==> src/rtl/mult_div_seq.sv <==
// mult_div_seq: iterative MULT/MULTU/DIV/DIVU sequencer owning HI/LO (radix-2 shift-add / restoring)
// Optional MD_EARLY_TERM_EN: multiplies stop after msb_index(|y|)+1 iterations.
module mult_div_seq #(
  parameter int WIDTH = 32
) (
  input  logic             clk,
  input  logic             rst_n,
  input  logic             md_start,
  input  logic [1:0]       md_op,
  input  logic [WIDTH-1:0] md_op_x,
  input  logic [WIDTH-1:0] md_op_y,
  input  logic             md_abort,
  input  logic             hi_we,
  input  logic             lo_we,
  input  logic [WIDTH-1:0] md_wr_data,
  output logic             md_busy,
  output logic             md_done,
  output logic             md_div_zero,
  output logic [WIDTH-1:0] hi,
  output logic [WIDTH-1:0] lo
);
  localparam int CW = $clog2(WIDTH) + 1;
  localparam logic [1:0] S_IDLE = 2'd0, S_MUL = 2'd1, S_DIV = 2'd2, S_FIX = 2'd3;
  logic [1:0] state;
  logic [CW-1:0] cnt, mul_last;
  logic [2*WIDTH-1:0] acc, prod, mul_next, div_next, res;
  logic [WIDTH-1:0] mx, my, ax, ay, div_diff;
  logic [WIDTH:0] mul_sum;
  logic sx, sy, is_div, dz, x_neg, y_neg, div_ge;
`ifdef MD_EARLY_TERM_EN
  logic [CW-1:0] sh;
  function automatic logic [CW-1:0] msb_idx(input logic [WIDTH-1:0] v);
    msb_idx = '0;
    for (int i = 0; i < WIDTH; i++) if (v[i]) msb_idx = CW'(i);
  endfunction
  assign mul_last = msb_idx(ay);
  // a shortened run leaves the product high in acc; realign by the skipped count
  assign prod = acc >> sh;
`else
  assign mul_last = CW'(WIDTH - 1);
  assign prod = acc;
`endif
  assign md_busy = state != S_IDLE;
  always_comb begin
    x_neg = ~md_op[0] & md_op_x[WIDTH-1];
    y_neg = ~md_op[0] & md_op_y[WIDTH-1];
    ax = x_neg ? -md_op_x : md_op_x;
    ay = y_neg ? -md_op_y : md_op_y;
    mul_sum = {1'b0, acc[2*WIDTH-1:WIDTH]} + ({1'b0, mx} & {(WIDTH+1){acc[0]}});
    mul_next = {mul_sum, acc[WIDTH-1:1]};
    // acc = {remainder, quotient}; shifted remainder is acc[2W-1:W-1]
    div_ge = acc[2*WIDTH-1:WIDTH-1] >= {1'b0, my};
    div_diff = acc[2*WIDTH-2:WIDTH-1] - my;
    div_next = div_ge ? {div_diff, acc[WIDTH-2:0], 1'b1} : {acc[2*WIDTH-2:0], 1'b0};
    res = dz ? acc
        : is_div ? {sx ? -acc[2*WIDTH-1:WIDTH] : acc[2*WIDTH-1:WIDTH],
                    (sx ^ sy) ? -acc[WIDTH-1:0] : acc[WIDTH-1:0]}
        : (sx ^ sy) ? -prod : prod;
  end
  always_ff @(posedge clk) begin
    if (!rst_n) begin
      state <= S_IDLE;
      hi <= '0;
      lo <= '0;
      md_done <= 1'b0;
      md_div_zero <= 1'b0;
      cnt <= '0;
      acc <= '0;
      mx <= '0;
      my <= '0;
      sx <= 1'b0;
      sy <= 1'b0;
      is_div <= 1'b0;
      dz <= 1'b0;
`ifdef MD_EARLY_TERM_EN
      sh <= '0;
`endif
    end else begin
      md_done <= 1'b0;
      md_div_zero <= 1'b0;
      if (md_abort && state != S_IDLE) state <= S_IDLE;
      else case (state)
        S_IDLE: begin
          if (hi_we) hi <= md_wr_data;
          if (lo_we) lo <= md_wr_data;
          if (md_start && !md_abort) begin
            is_div <= md_op[1];
            sx <= x_neg;
            sy <= y_neg;
            mx <= ax;
            my <= ay;
            dz <= md_op[1] && md_op_y == '0;
            if (md_op[1] && md_op_y == '0) begin
              acc <= {md_op_x, {WIDTH{1'b1}}};
              state <= S_FIX;
            end else if (md_op[1]) begin
              acc <= {{WIDTH{1'b0}}, ax};
              cnt <= CW'(WIDTH - 1);
              state <= S_DIV;
            end else begin
              acc <= {{WIDTH{1'b0}}, ay};
              cnt <= mul_last;
              state <= S_MUL;
`ifdef MD_EARLY_TERM_EN
              sh <= CW'(WIDTH - 1) - mul_last;
`endif
            end
          end
        end
        S_MUL, S_DIV: begin
          acc <= state == S_MUL ? mul_next : div_next;
          cnt <= cnt - CW'(1);
          if (cnt == '0) state <= S_FIX;
        end
        default: begin
          hi <= res[2*WIDTH-1:WIDTH];
          lo <= res[WIDTH-1:0];
          md_done <= 1'b1;
          md_div_zero <= dz;
          state <= S_IDLE;
        end
      endcase
    end
  end
endmodule
==> config.mk <==
export PLATFORM = sky130hd
export DESIGN_NAME = mult_div_seq
export DESIGN_NICKNAME = d
export VERILOG_FILES = /design/src/rtl/mult_div_seq.sv
export SDC_FILE = /design/constraint.sdc
export NUM_CORES = 1
export LEC_CHECK = 0
export BUFFER_PORTS_ARGS = -buffer_cell sky130_fd_sc_hd__buf_4
export CAP_MARGIN = 20
export CORE_MARGIN = 8
export CORE_UTILIZATION = 45
export CTS_CLUSTER_DIAMETER = 120
export DETAILED_ROUTE_END_ITERATION = 10
export PLACE_DENSITY = 0.72
export SYNTH_ARGS = -nofsm -noshare
export SYNTH_HDL_FRONTEND = slang
export SYNTH_SLANG_ARGS = --single-unit
==> constraint.sdc <==
create_clock -name clk -period 4.7 [get_ports clk]
set_clock_uncertainty 0.1 [all_clocks]
set_input_delay 0.47 -clock clk [delete_from_list [all_inputs] [get_ports clk]]
set_output_delay 0.47 -clock clk [all_outputs]
set_load 0.02 [all_outputs]
==> results.toml <==
[timing]
max_clock_freq_ghz = 0.251
period_needed_ns = 3.98
slew_viol_final = 0
hold_slack_ns = 0.109
min_period_over_period = 0.847
worst_pin_slew_ns = 1.06
slew_headroom = 0.293
final.setup.worst_slack_ns = 0.719
hold_viol = 0
rsz0062_at_grt = "no"
setup_violations = 0
setup_tns_ns = 0

[synthesis]
synth_top_area_cell = "dfxtp_1"
synth.area.top_cells = "dfxtp_1 (25%), a21oi_1 (7.3%), ha_1 (5.6%), nand2_1 (5.0%), nor2_1 (5.0%)"
synth.ff_latch_count = 206
ys_seq_area_frac = 0.253
syn-num-nets = 2410
synth.top_cell.area_share = 0.253
ys_warn_count = 0
syn_area_sq_um = 16300
async_reset_ff_frac = 0
synthTopCellsByCount = "a21oi_1 (239), nand2_1 (217), nor2_1 (215), dfxtp_1 (206), o21ai_0 (161)"
synth_edf_count = 0
synth_most_common_cell = "a21oi_1"
synth_area_per_cell_sq_um = 7.31
syn_inst = 2231
synth.distinct_cells = 73
synth_ff_type = "dfxtp_1"

[route]
drcViolationCount = 1
drtPass1Iterations = 9
wirelength_um = 66400
drt_iter0_drc = 2106
viasPerCell = 6.39
wl_per_cell_um = 23.9
num_vias = 17807
ant_nets = 0

[worst_setup_path]
critPathLaunchType = "register"
crit_arrival_ns = 4.31
critPathCaptureType = "register"
path_cells = "and2_1 > ha_1 > fa_1 > a21oi_1 > o211ai_1 > a21oi_1 > buf_4 > o32ai_1 > buf_4 > a31oi_1 > o31a_1 > o21ai_0 > xor2_1 > o2bb2ai_1"
crit_type = "register to register"
crit_path_max_incr_delay_ns = 0.55
crit_buf_inv = 2
crit_path_top_delay_cell = "dfxtp_1"
path_max_fanout = 23
cp_top_family = "compound AO/OA/AOI/OAI gates"
worstPathRequired_ns = 5.03

[cts]
cts_buffer_depth = 3
tritoncts = "yes"
clk_latency_ns = 0.55
root_buffer = "clkbuf_16"
htree_levels = 1
postCtsHoldBufs = 0
cts_buffers = 25
cts_repair_resize_count = 0
clk_pin_slew_ns = 0.06
cts_setup_buffers = 0
cts.sinks = 206

[status]
status = "complete, but fails checks"
failed_checks = "DRC"

[final_layout]
drive_gt1_frac = 0.136
finalNetCount = 2485
fill_cells = 3484
antenna_cells = 0
syn_to_final_growth_pct = 15.1
utilization = 0.526

[place]
io_buffers = 170
place_hpwl_um = 51200
gp_congestion = 1.02
dp_slack_ns = 0.864

[global_route]
grt_max_degree = 99
track_usage = 0.296
antenna_found_initial = 0
grt_pass1_wl_um = 97900
grt_pass1_vias = 16463
grt-ovfl-total = 0

[floorplan]
fp-row-count = 69
dieArea_sq_um = 42600
initial_core_util = 0.457
num_io_pins = 171
die_h_um = 206
fp.dieW_um = 206
core_area_sq_um = 35700

[run]
maxCapViolations = 0

[power]
powerDensity_nw_per_um2 = 536
leakage_nw = 7.47
peakVddDrop_uv = 278

[hold_path]
hold_path.class = "primary input to register"
[power breakdown]
part / internal (mW) / total (mW) / switching, mW
Sequential: 2.12 / 2.53 / 0.411
Clock: 1.23 / 2.09 / 0.857
Combinational: 2.00 / 5.45 / 3.45
[cell usage in the layout, fill, tap and decap left out, types with 49 or more instances in the layout]
| master | count |
|---|---|
| o211ai_1 | 73 |
| inv_1 | 71 |
| a21oi_1 | 237 |
| xnor2_1 | 89 |
| buf_4 | 211 |
| nand2_1 | 217 |
| o21ai_0 | 161 |
| dfxtp_1 | 206 |
| xor2_1 | 80 |
| nand3_1 | 49 |
| ha_1 | 71 |
| a211oi_1 | 81 |
| nor2_1 | 213 |
[worst min-delay path: stages]
cell and delay [ns]:
buf_4 0.09, nand4_1 0.08, o311ai_0 0.08
[kinds of logic (layout without fill, tap and decap cells)]
logic type | after synthesis | after routing | share of synthesized area
buffers and inverters | 238 | 331 | 0.0573
XOR/XNOR | 169 | 169 | 0.0908
flip-flops | 206 | 206 | 0.253
multiplexers | 45 | 45 | 0.0299
adder cells (fa/ha/maj) | 75 | 75 | 0.0585
AND/OR/NAND/NOR | 736 | 736 | 0.215
AO/OA/AOI/OAI | 762 | 762 | 0.296
[routing by layer]
metal	vias up	wire, um	track usage
met5	-	0	0
met4	0	4600	0.178
met3	212	7570	0.0567
met2	1090	27900	0.452
met1	8248	26400	0.383
li1	8257	-	-
[path summary, 6_finish.rpt]
| check | start | endpoint | slack (ns) | cells past startpoint |
|---|---|---|---|---|
| setup / recovery | acc[0] | acc[61] | 0.72 | 14 |
| hold reg to reg | hi[18] | hi[18] | 0.35 | 2 |
| setup reg to reg | acc[0] | acc[61] | 0.72 | 14 |
| hold / removal | md_wr_data[13] | hi[13] | 0.11 | 3 |
[flip-flops by register name, indices dropped and copies added, names as in the netlist]
signal and flops:
state 2, md_div_zero 1, sy 1, mx 32
dz 1, hi 32, acc 64, md_done 1
sx 1, my 32, is_div 1, cnt 6
lo 32
[cell type report]
type / instances / area (sq um) / area share
Sequential cell: 206 / 4120 / 0.220
Tap cell: 461 / 577 / 0.0307
Timing Repair Buffer: 213 / 1620 / 0.0866
Clock buffer: 34 / 709 / 0.0378
Multi-Input combinational cell: 1787 / 11300 / 0.602
Clock inverter: 11 / 158 / 0.00840
Inverter: 73 / 277 / 0.0147
[per-stage QoR]
step | total power, mW | instances | cell area, sq um
5_1_grt | 10.5 | 2785 | 18800
4_1_cts | 9.92 | 2785 | 18800
2_1_floorplan | 6.11 | 2231 | 16300
6_report | 10.1 | 2785 | 18800
3_5_place_dp | 7.83 | 2740 | 17900
3_3_place_gp | 7.76 | 2739 | 17900
No activity file was read; power rests on OpenSTA's default activity.
